`src/rtl/commit_control_if.sv`:
```
// Head-of-ROB control bundle and commit-stage update/redirect outputs.
// slave = commit_control_unit, master = whatever presents the head entry.
interface commit_control_if #(
  parameter int WIDTH   = 31,
  parameter int CONTROL = 13,
  parameter int GHR_W   = 8
);
  logic               headReady;
  logic               headIsControl;
  logic [CONTROL:0]   controlFlow;
  logic [WIDTH:0]     targetAddress;
  logic [WIDTH:0]     seqPCC;
  logic [WIDTH:0]     regStatusC;

  logic               commitAck;
  logic               predWrite;
  logic [7:0]         predIndex;
  logic [1:0]         predState;
  logic               btbWrite;
  logic [WIDTH:0]     btbTarget;
  logic               flush;
  logic               redirectValid;
  logic [WIDTH:0]     redirectPC;
  logic [WIDTH:0]     regStatusRestore;
  logic [GHR_W-1:0]   ghr;
  logic [15:0]        mispredictCount;

  modport slave (
    input  headReady, headIsControl, controlFlow, targetAddress, seqPCC, regStatusC,
    output commitAck, predWrite, predIndex, predState, btbWrite, btbTarget,
           flush, redirectValid, redirectPC, regStatusRestore, ghr, mispredictCount
  );

  modport master (
    output headReady, headIsControl, controlFlow, targetAddress, seqPCC, regStatusC,
    input  commitAck, predWrite, predIndex, predState, btbWrite, btbTarget,
           flush, redirectValid, redirectPC, regStatusRestore, ghr, mispredictCount
  );
endinterface

```
`src/rtl/commit_control_unit.sv`:
```
// Commit-stage control-flow resolver: retires the ROB head, updates predictor/BTB/GHR,
// and raises a multi-cycle flush with redirect on mispredict or misdirect.
//
// state  | meaning
// IDLE   | watching the head entry; the only state in which head inputs are sampled
// RETIRE | one-cycle retire of a correctly resolved (or non-control) head
// FLUSH  | flush held for FLUSH_CYCLES cycles after a mispredict/misdirect retire
module commit_control_unit #(
  parameter int WIDTH        = 31,
  parameter int CONTROL      = 13,
  parameter int FLUSH_CYCLES = 2,
  parameter int GHR_W        = 8
) (
  input  logic              clk,
  input  logic              reset,
  commit_control_if.slave   bus
);

  typedef enum logic [1:0] {
    IDLE   = 2'd0,
    RETIRE = 2'd1,
    FLUSH  = 2'd2
  } state_t;

  localparam logic [2:0] FLUSH_LOAD = 3'(FLUSH_CYCLES);

  state_t     state, state_nxt;
  logic [2:0] flush_cnt;

  logic [7:0] prev_index;
  logic [1:0] ctr_state;
  logic       write_btb, taken, mispredict, misdirect;
  logic       sample, take_flush;
  logic [1:0] ctr_next;

  assign prev_index = bus.controlFlow[CONTROL:CONTROL-7];
  assign ctr_state  = bus.controlFlow[5:4];
  assign write_btb  = bus.controlFlow[3];
  assign taken      = bus.controlFlow[2];
  assign mispredict = bus.controlFlow[1];
  assign misdirect  = bus.controlFlow[0];

  always_comb begin
    sample     = (state == IDLE) && bus.headReady;
    take_flush = sample && bus.headIsControl && (mispredict || misdirect);

    if (taken)
      ctr_next = (ctr_state == 2'd3) ? 2'd3 : ctr_state + 2'd1;
    else
      ctr_next = (ctr_state == 2'd0) ? 2'd0 : ctr_state - 2'd1;

    state_nxt = state;
    case (state)
      IDLE:    if (sample) state_nxt = take_flush ? FLUSH : RETIRE;
      RETIRE:  state_nxt = IDLE;
      FLUSH:   if (flush_cnt <= 3'd1) state_nxt = IDLE;
      default: state_nxt = IDLE;
    endcase
  end

  always_ff @(posedge clk or negedge reset) begin
    if (!reset) state <= IDLE;
    else        state <= state_nxt;
  end

  // Every output is registered off the IDLE sample decision, so the strobes
  // land in the first RETIRE/FLUSH cycle together with commitAck.
  always_ff @(posedge clk or negedge reset) begin
    if (!reset) begin
      bus.commitAck        <= 1'b0;
      bus.predWrite        <= 1'b0;
      bus.predIndex        <= '0;
      bus.predState        <= '0;
      bus.btbWrite         <= 1'b0;
      bus.btbTarget        <= '0;
      bus.flush            <= 1'b0;
      bus.redirectValid    <= 1'b0;
      bus.redirectPC       <= '0;
      bus.regStatusRestore <= '0;
      bus.ghr              <= '0;
      bus.mispredictCount  <= '0;
      flush_cnt            <= '0;
    end else begin
      bus.commitAck     <= sample;
      bus.redirectValid <= take_flush;
      bus.predWrite     <= sample && bus.headIsControl;
      bus.btbWrite      <= sample && write_btb;

      if (sample) begin
        bus.btbTarget <= bus.targetAddress;
        if (bus.headIsControl) begin
          bus.predIndex <= prev_index;
          bus.predState <= ctr_next;
          bus.ghr       <= {bus.ghr[GHR_W-2:0], taken};
        end
      end

      if (take_flush) begin
        bus.flush            <= 1'b1;
        flush_cnt            <= FLUSH_LOAD;
        bus.redirectPC       <= (misdirect || taken) ? bus.targetAddress : bus.seqPCC;
        bus.regStatusRestore <= bus.regStatusC;
        if (bus.mispredictCount != 16'hFFFF)
          bus.mispredictCount <= bus.mispredictCount + 16'd1;
      end else if (state == FLUSH) begin
        if (flush_cnt <= 3'd1) bus.flush <= 1'b0;
        else                   flush_cnt <= flush_cnt - 3'd1;
      end
    end
  end

endmodule

```
`src/flat_wrapper.sv`:
```
// flat-port wrapper written by rule: the top's interface ports become plain ports
module commit_control_unit_flat 
#(
  parameter int WIDTH        = 31,
  parameter int CONTROL      = 13,
  parameter int FLUSH_CYCLES = 2,
  parameter int GHR_W        = 8
)
  (clk, reset, bus_headReady, bus_headIsControl, bus_controlFlow, bus_targetAddress, bus_seqPCC, bus_regStatusC, bus_commitAck, bus_predWrite, bus_predIndex, bus_predState, bus_btbWrite, bus_btbTarget, bus_flush, bus_redirectValid, bus_redirectPC, bus_regStatusRestore, bus_ghr, bus_mispredictCount);
  commit_control_if #(.WIDTH(WIDTH), .CONTROL(CONTROL), .GHR_W(GHR_W)) bus_i ();
  input  logic clk;
  input  logic reset;
  input wire logic [$bits(bus_i.headReady)-1:0] bus_headReady;
  input wire logic [$bits(bus_i.headIsControl)-1:0] bus_headIsControl;
  input wire logic [$bits(bus_i.controlFlow)-1:0] bus_controlFlow;
  input wire logic [$bits(bus_i.targetAddress)-1:0] bus_targetAddress;
  input wire logic [$bits(bus_i.seqPCC)-1:0] bus_seqPCC;
  input wire logic [$bits(bus_i.regStatusC)-1:0] bus_regStatusC;
  output wire logic [$bits(bus_i.commitAck)-1:0] bus_commitAck;
  output wire logic [$bits(bus_i.predWrite)-1:0] bus_predWrite;
  output wire logic [$bits(bus_i.predIndex)-1:0] bus_predIndex;
  output wire logic [$bits(bus_i.predState)-1:0] bus_predState;
  output wire logic [$bits(bus_i.btbWrite)-1:0] bus_btbWrite;
  output wire logic [$bits(bus_i.btbTarget)-1:0] bus_btbTarget;
  output wire logic [$bits(bus_i.flush)-1:0] bus_flush;
  output wire logic [$bits(bus_i.redirectValid)-1:0] bus_redirectValid;
  output wire logic [$bits(bus_i.redirectPC)-1:0] bus_redirectPC;
  output wire logic [$bits(bus_i.regStatusRestore)-1:0] bus_regStatusRestore;
  output wire logic [$bits(bus_i.ghr)-1:0] bus_ghr;
  output wire logic [$bits(bus_i.mispredictCount)-1:0] bus_mispredictCount;
  assign bus_i.headReady = bus_headReady;
  assign bus_i.headIsControl = bus_headIsControl;
  assign bus_i.controlFlow = bus_controlFlow;
  assign bus_i.targetAddress = bus_targetAddress;
  assign bus_i.seqPCC = bus_seqPCC;
  assign bus_i.regStatusC = bus_regStatusC;
  assign bus_commitAck = bus_i.commitAck;
  assign bus_predWrite = bus_i.predWrite;
  assign bus_predIndex = bus_i.predIndex;
  assign bus_predState = bus_i.predState;
  assign bus_btbWrite = bus_i.btbWrite;
  assign bus_btbTarget = bus_i.btbTarget;
  assign bus_flush = bus_i.flush;
  assign bus_redirectValid = bus_i.redirectValid;
  assign bus_redirectPC = bus_i.redirectPC;
  assign bus_regStatusRestore = bus_i.regStatusRestore;
  assign bus_ghr = bus_i.ghr;
  assign bus_mispredictCount = bus_i.mispredictCount;
  commit_control_unit #(.WIDTH(WIDTH), .CONTROL(CONTROL), .FLUSH_CYCLES(FLUSH_CYCLES), .GHR_W(GHR_W)) u_core (.clk(clk), .reset(reset), .bus(bus_i));
endmodule
```
`config.mk`:
```
export PLATFORM = sky130hd
export DESIGN_NAME = commit_control_unit_flat
export DESIGN_NICKNAME = d
export VERILOG_FILES = /design/src/rtl/commit_control_if.sv /design/src/rtl/commit_control_unit.sv /design/src/flat_wrapper.sv
export SDC_FILE = /design/constraint.sdc
export NUM_CORES = 1
export LEC_CHECK = 0
export ABC_CLOCK_PERIOD_IN_PS = 2000
export CAP_MARGIN = 30
export CORE_MARGIN = 5
export CORE_UTILIZATION = 43
export DETAILED_ROUTE_END_ITERATION = 7
export GPL_TIMING_DRIVEN = 0
export MAX_ROUTING_LAYER = met4
export PLACE_DENSITY_LB_ADDON = 0.08
export REMOVE_ABC_BUFFERS = 1
export SYNTH_ARGS = -nofsm -noshare
export SYNTH_HDL_FRONTEND = slang
export SYNTH_SLANG_ARGS = --single-unit
```
`constraint.sdc`:
```
create_clock -name clk -period 2 [get_ports clk]
set_clock_uncertainty 0.05 [all_clocks]
set_input_delay 0.3 -clock clk [delete_from_list [all_inputs] [get_ports clk]]
set_output_delay 0.3 -clock clk [all_outputs]
set_load 0.02 [all_outputs]
```
Yosys cells after proc, flatten, opt, wreduce, memory -nomap -nowiden

Cells that the tools add are included.

Add/sub/neg operators: 4
Magnitude comparators: 1
Equal/unequal tests: 6
Mux-type cells: 14
Reductions and logical operators: 15

Operators with widths:

| cell                                                                  | count |
|---|---|
| 32-bit two-way mux                                                    | 1 |
| 16-bit by 1-bit adder with 16-bit output, second input constant       | 1 |
| 16-bit != test, second input constant                                 | 1 |
| 2-bit two-way mux                                                     | 6 |
| 2-bit AND reduction                                                   | 5 |
| 3-bit two-way mux                                                     | 3 |
| 2-bit by 1-bit != test with 1-bit output, second input constant       | 3 |
| 2-bit == test, second input constant                                  | 2 |
| 1-bit logical AND                                                     | 4 |
| 2-bit logical NOT                                                     | 2 |
| 2-bit case mux with 2 select lines                                    | 1 |
| 2-bit nonzero test                                                    | 2 |
| 3-bit by 1-bit <= comparator with 1-bit output, second input constant | 1 |
| 1-bit two-way mux                                                     | 3 |
| 3-bit by 1-bit subtractor with 3-bit output, second input constant    | 1 |
| 2-bit by 1-bit adder with 2-bit output, second input constant         | 1 |
| 1-bit logical OR                                                      | 2 |
| 2-bit by 1-bit subtractor with 2-bit output, second input constant    | 1 |

Flip-flop bits (word level): 140
Input bits: 114
Output and inout bits: 135
Logic and storage cells: 54

Logic depth before layout (Yosys ltp)

Gate-level depths: netlist of run 1.

Depth in word-level cells: 7
Depth in mapped cells: 9

Worst setup path after synthesis of run 1

No wires, ideal clock.

Path kind: reg-to-reg
From: register u_core.bus.mispredictCount[0]
To: register u_core.bus.mispredictCount[1]
Library setup time: 0.125 ns
Arrival time: 1.721 ns
Required time: 1.825 ns
Slack: 0.105 ns
Stages on the path, launching flop included: 6
Cell sequence: dfrtp_1 -> ha_1 -> and2_1 -> and4_1 -> a21oi_1 -> mux2_2

Longest elaborated chain between the ends: 2

Ends and longest elaborated chain:

| what                                                                             | line                       | RTL |
|---|---|---|
| start, declared                                                                  | commit_control_if.sv:31    | `flush, redirectValid, redirectPC, regStatusRestore, ghr, mispredictCount` |
| start signal, assigned                                                           | commit_control_unit.sv:104 | `bus.mispredictCount <= bus.mispredictCount + 16'd1;` |
| branches (longest 2 deep; another with 16-bit by 1-bit adder with 16-bit output) | -                          |  |

Several ways; the timed one is not identified.
A chain may end at the register's enable or synchronous reset.

Worst setup path after layout of run 1

From: register u_core.state[1]
To: register u_core.bus.ghr[0]

Longest elaborated chain between the ends: 3

Ends and longest elaborated chain:

| what                                 | line                      | RTL |
|---|---|---|
| start, declared                      | commit_control_unit.sv:27 | `state_t state, state_nxt;` |
| start signal, assigned               | commit_control_unit.sv:63 | `else state <= state_nxt;` |
| 2-bit logical NOT                    | commit_control_unit.sv:44 | `sample = (state == IDLE) && bus.headReady;` |
| 1-bit logical AND                    | commit_control_unit.sv:44 |  |
| 2-bit AND reduction (no source line) | -                         |  |
| end signal, assigned                 | commit_control_unit.sv:94 | `bus.ghr <= {bus.ghr[GHR_W-2:0], taken};` |
| end, declared                        | commit_control_if.sv:31   |  |

No other way between the ends.

==> results.md, run 1 <==
* Status: complete, no violations
* Layout Nets at 935
* WS Path Type: register to register
* First-pass GRT wire length at 27.9 mm
* Filler instances at 1061
* RSZ-0062 raised after global routing: no
* Die ar. at 16000 µm²
* Hold Violations, Final at 0
* DRT Pass-1 Iters at 4
* Synth Instances at 565
* CTS Buf Count at 17
* Die Height at 126 µm
* Ant. Diodes at 0
* Yosys cell types at 42
* Initial antenna violation count at 0
* Final min period at 1.93 ns
* Routed wire length at 17.6 mm
* Clock Latency Late Sink at 0.41 ns
* Post-synth EDFFs at 0
* I/O Pins at 249
* GR Overflow Total at 0
* CP Data Required Time at 2.24 ns
* Area of the multi-input gates at 2190 µm²
* Primary FF master, synth: dfrtp_1
* Register area share after synthesis at 0.602
* Core Area at 13200 µm²
* CP max FO at 22
* Htree depth at 4
* Commonest non-fill, non-tap cell in the layout: clkdlybuf4s50_1
* Static Leak at 0.00422 µW
* Slew @ Worst Pin at 0.772 ns
* Clock Sinks at 140
* Max_cap viols at 0
* PnR worst setup slack at 0.0655 ns
* CP arrival at 2.18 ns
* Reg clk slew, reported paths at 0.06 ns
* Setup WS pre-CTS at -2.76 ns
* Syn-to-layout area delta at 58.9%
* Cell area after synthesis at 5820 µm²
* Iteration-0 DRC Markers at 258
* Asr flop ratio synth at 1.00
* Reg2Reg Launch Point: u_core.state[1]$_DFFE_PN0P_
* Routed vias at 4958
* Worst r2r path cells at 4
* TritonCTS clock tree: done
* R2R setup slack at 0.07 ns
* Average instance area after synthesis at 10.3 µm²
* Headroom to the max-slew limit at 0.484
* Warnings from Yosys at 0
* Antenna Nets Post-Route at 0
* End of the worst register-to-register path: u_core.bus.ghr[0]$_DFFE_PN0P_
* Final count of pins violating max slew at 0
* Hpwl dp at 11.8 mm
* Min-delay src: bus_regStatusC[13]
* VDD IR-drop max at 0.982 mV
* Row count at 42
* Post-DP Area at 8450 µm²
* Crit. End Element: register
* Vias in the first global route at 5209
* Initial Util at 0.439
* Fin crit share at 0.967
* FF+latch area at 3500 µm²
* Port bufs at 248
* Final setup vio count at 0
* Fmax at 517 MHz
* Post-route cell area at 9250 µm²
* Vias per std cell at 4.92
* FF+latch count, synth at 140
* WHS Path Cells at 3
* Layout cells sized above 1 at 0.0818
* Gp weighted congestion at 0.836
* Crit path largest cell delay at 0.47 ns
* Most frequent cells in the layout: clkdlybuf4s50_1 (247), nand2_1 (231), dfrtp_1 (140)
* DRC errors left at 0
* Setup TNS at 0 ns
* Die outline width at 126 µm
* CP max-delay cell: or3b_4
* Largest net degree at the start of global routing at 72
* Per-cell routed wire length at 17.4 µm
* Worst hold endpoint: u_core.bus.regStatusRestore[13]$_DFFE_PN0P_
* Worst-path cell chain: or3b_4, clkinv_8, and2_4, mux2_2
* Max clock buf depth at 2
* Startpoint types: register
* Clock Root Buffer: clkbuf_16
* Total GRT Usage at 0.230
* Hold Path Class: input pin to register
* Pwr Density at 1580 nW/µm²
==> worst max-delay path: cells and delay by family, from the launching register on <==
family / cells / cell delay [ns]
AND/OR/NAND/NOR: 2 / 0.80
flip-flops: 1 / 0.42
multiplexers: 1 / 0.37
buffers and inverters: 1 / 0.17
==> how the worst max path moves through the flow <==
stage                                            from  slack [ns]                                         end  cells past startpoint
after floorplan                         bus_headReady       -1.55   u_core.bus.mispredictCount[9]$_DFFE_PN0P_                      6
after global placement                          reset       -4.98  u_core.bus.regStatusRestore[0]$_DFFE_PN0P_                      1
after detailed placement                bus_headReady       -2.76   u_core.bus.mispredictCount[9]$_DFFE_PN0P_                      7
after CTS                 u_core.state[0]$_DFFE_PN0P_        0.03  u_core.bus.mispredictCount[12]$_DFFE_PN0P_                      5
after global routing      u_core.state[1]$_DFFE_PN0P_       0.004               u_core.bus.ghr[0]$_DFFE_PN0P_                      4
final                     u_core.state[1]$_DFFE_PN0P_        0.07               u_core.bus.ghr[0]$_DFFE_PN0P_                      4
==> Yosys cell counts (all sizes together) (3+ instances only) <==
cell / count / share of area
a21oi: 6 / 0.0052
and3: 3 / 0.0032
clkbuf: 12 / 0.0077
mux2: 21 / 0.041
and4: 3 / 0.0045
ha: 3 / 0.0065
dfrtp: 140 / 0.60
and2: 4 / 0.0043
xor2: 3 / 0.0045
buf: 17 / 0.023
nand4: 7 / 0.0075
mux2i: 32 / 0.055
o21ai: 35 / 0.030
nand2: 232 / 0.15
xnor2: 8 / 0.012
nor2: 4 / 0.0026
nand3: 6 / 0.0052
inv: 7 / 0.0045
==> timing repair <==
action / 4_1_cts / 5_1_grt
cloned: 4 / 1
buffers inserted: 5 / 0
pin swaps: 2 / 3
resized for setup: 11 / 1
endpoints found under the setup margin: 139 / 14
hold buffers: 1 / 0
hold endpoints to repair: 70 / 0
==> per-stage QoR <==
stage	total power [µW]	utilization	hold slack, ns	instances
3_3_place_gp	10900	0.630	0.408	960
4_1_cts	14700	0.697	0.344	1006
3_5_place_dp	11100	0.638	0.313	964
2_1_floorplan	7670	-	-0.0456	536
6_report	14600	0.698	0.363	1007
5_1_grt	15400	0.698	0.355	1007
==> where the power goes <==
group / internal, µW / switching (µW)
sequential: 4070 / 704
clock: 2220 / 1200
combinational: 2960 / 3420
==> final cells by class <==
class / count / area share
Clock inverter: 14 / 0.0237
Sequential cell: 140 / 0.379
Clock buffer: 18 / 0.0464
Inverter: 8 / 0.00501
Tap cell: 176 / 0.0238
Multi-Input combinational cell: 392 / 0.237
Timing Repair inverter: 1 / 0.000947
Timing Repair Buffer: 258 / 0.284
==> sequential cells by signal, summed over array words and instances (netlist names), 2 cells and up <==
register,cells
u_core.bus.predState,2
u_core.bus.redirectPC,32
u_core.bus.mispredictCount,16
u_core.bus.ghr,8
u_core.state,2
u_core.bus.predIndex,8
u_core.bus.regStatusRestore,32
u_core.flush_cnt,3
u_core.bus.btbTarget,32
==> cell families after synthesis <==
kind of cell	share of synthesized area
compound gates	0.0516
buf+inv	0.0361
xor+xnor	0.0166
flops	0.602
fa+ha+maj	0.00989
mux	0.0957
simple gates	0.188
==> layer usage <==
metal	routed length, µm	GRT usage	share of wire
met4	433	0.0896	0.025
met2	9250	0.388	0.53
met3	815	0.0525	0.046
met5	0	-	0
met1	7060	0.268	0.40
No activity file was read; power rests on OpenSTA's default activity.
==> inputs of run 2 (changes only) <==
--- a/config.mk
+++ b/config.mk
@@ -6,7 +6,7 @@
 export NUM_CORES = 1
 export LEC_CHECK = 0
 export ABC_CLOCK_PERIOD_IN_PS = 2000
-export CAP_MARGIN = 30
+export CAP_MARGIN = 20
 export CORE_MARGIN = 5
 export CORE_UTILIZATION = 43
 export DETAILED_ROUTE_END_ITERATION = 7
==> results.md, run 2 (synthesis results as in run 1) <==
* Clock power share at 0.222
* Sequential Power Share at 0.334
* Clock Sinks at 140
* DRT Pass-1 Iters at 4
* Per-cell routed wire length at 17.7 µm
* Final count of pins violating max slew at 0
* P_int at 8970 µW
* Initial Util at 0.439
* RSZ-0062 raised after global routing: no
* Antenna Nets Post-Route at 0
* WHS Path Cells at 3
* Gp weighted congestion at 0.836
* Die outline width at 126 µm
* Sw Share at 0.374
* Clock Latency Late Sink at 0.42 ns
* Iteration-0 DRC Markers at 290
* Routed wire length at 17.8 mm
* Post-route cell area at 9170 µm²
* Logic pwr share at 0.444
* Critical path destination: u_core.bus.ghr[0]$_DFFE_PN0P_
* Most frequent cells in the layout: clkdlybuf4s50_1 (247), nand2_1 (231), dfrtp_1 (140)
* Total power draw at 14300 µW
* Total stage count of the critical path at 4
* GR Overflow Total at 0
* I/O Pins at 249
* Hpwl dp at 11.9 mm
* Layout Nets at 934
* Hold Violations, Final at 0
* Die ar. at 16000 µm²
* Routed vias at 5023
* Headroom to the max-slew limit at 0.509
* VDD IR-drop max at 0.901 mV
* CP max-delay cell: or3b_4
* Pwr Density at 1560 nW/µm²
* Static Leak at 0.00418 µW
* Ant. Diodes at 0
* Hold_ws at 0.359 ns
* Fmax at 523 MHz
* R2R setup slack at 0.09 ns
* Max_cap viols at 0
* Syn-to-layout area delta at 57.6%
* Fin crit share at 0.957
* CP max FO at 22
* Slew @ Worst Pin at 0.734 ns
* TritonCTS clock tree: done
* Worst Path Buf+Inv at 1
* Worst-path cell chain: or3b_4, clkinv_8, and2_4, mux2_2
* End of the worst register-to-register path: u_core.bus.ghr[0]$_DFFE_PN0P_
* P_sw at 5360 µW
* Post-DP Area at 8420 µm²
* Reg2Reg Launch Point: u_core.state[0]$_DFFE_PN0P_
* Crit. End Element: register
* Largest net degree at the start of global routing at 72
* Crit path largest cell delay at 0.47 ns
* Worst r2r path cells at 4
* Status: complete, no violations
* First-pass GRT wire length at 28.4 mm
* Hold Path Class: input pin to register
* DRC errors left at 0
* Vias per std cell at 4.99
* Max clock buf depth at 2
* Total GRT Usage at 0.235
* Row count at 42
* Top delay family on crit path: simple AND/OR/NAND/NOR gates
* Vias in the first global route at 5280
* CP Data Required Time at 2.25 ns
* Final core utilization at 0.693
* Port bufs at 248
* Commonest non-fill, non-tap cell in the layout: clkdlybuf4s50_1
* Biggest regs: u_core.bus.btbTarget: 32 flops, u_core.bus.redirectPC: 32 flops, u_core.bus.regStatusRestore: 32 flops
* Die Height at 126 µm
* Initial antenna violation count at 0
* Final min period at 1.91 ns
* Htree depth at 4
* Core Area at 13200 µm²
* Startpoint types: register
* Min-delay src: bus_regStatusC[12]
* CTS Buf Count at 17
* Final setup vio count at 0
* CP Launch Point: u_core.state[0]$_DFFE_PN0P_
* Layout cells sized above 1 at 0.0807
* WS Path Type: register to register
* Reg clk slew, reported paths at 0.06 ns
* CP arrival at 2.17 ns
* Clock Root Buffer: clkbuf_16
==> run 2: changes by cell type in the layout (fill, tap and decap cells not counted), sizes merged <==
cell,delta
buf,-2
clkinvlp,+2
clkinv,+1
bufinv,-2
==> run 2: worst min path at each step <==
stage               slack, ns                                          end
floorplan               -0.05          u_core.bus.btbTarget[0]$_DFFE_PN0N_
global placement         0.41  u_core.bus.regStatusRestore[13]$_DFFE_PN0P_
detailed placement       0.31        u_core.bus.redirectPC[28]$_DFFE_PN0P_
CTS                      0.34  u_core.bus.regStatusRestore[12]$_DFFE_PN0P_
global route             0.35  u_core.bus.regStatusRestore[28]$_DFFE_PN0P_
finish                   0.36  u_core.bus.regStatusRestore[12]$_DFFE_PN0P_
==> run 2: through the flow <==
step	worst slack, ns	std cells	TNS (ns)
after floorplan	-1.55	536	-91.10
final	0.0863	1006	0
after global routing	0.00919	1006	0
after global placement	-4.98	960	-1023.15
after CTS	0.0151	1005	0
after detailed placement	-3.12	963	-242.52
==> run 2: timing repair <==
item	4_1_cts	5_1_grt
cloned	5	1
endpoints found under the setup margin	139	41
buffers inserted	4	0
resized for setup	11	2
hold buffers	1	0
pin swaps	2	1
endpoints found under the hold margin	70	0
==> run 2: metal layers <==
layer  global-route usage  part of all wire
met5                    -                 0
met4               0.0820             0.022
met3               0.0542             0.054
met2                0.402              0.53
met1                0.273              0.40
==> run 2: tightest hold or removal path, stage by stage <==
cell	delay, ns
clkdlybuf4s50_1	0.39
nand2_1	0.05
nand2_1	0.04
==> run 2: final cells by class <==
type	count	area (µm²)
Clock buffer	18	429
Clock inverter	14	171
Fill cell	1063	4070
Inverter	8	46.3
Multi-Input combinational cell	392	2190
Sequential cell	140	3500
Tap cell	176	220
Timing Repair Buffer	256	2590
Timing Repair inverter	2	16.3
==> run 2: power by group through the flow <==
stage	combinational [µW]	sequential (µW)	clock (µW)
detailed placement	6250	4810	0
global placement	6120	4740	0
floorplan	1450	6230	0
CTS	6440	4790	3230
global route	6840	4970	3380
finish	6370	4780	3180
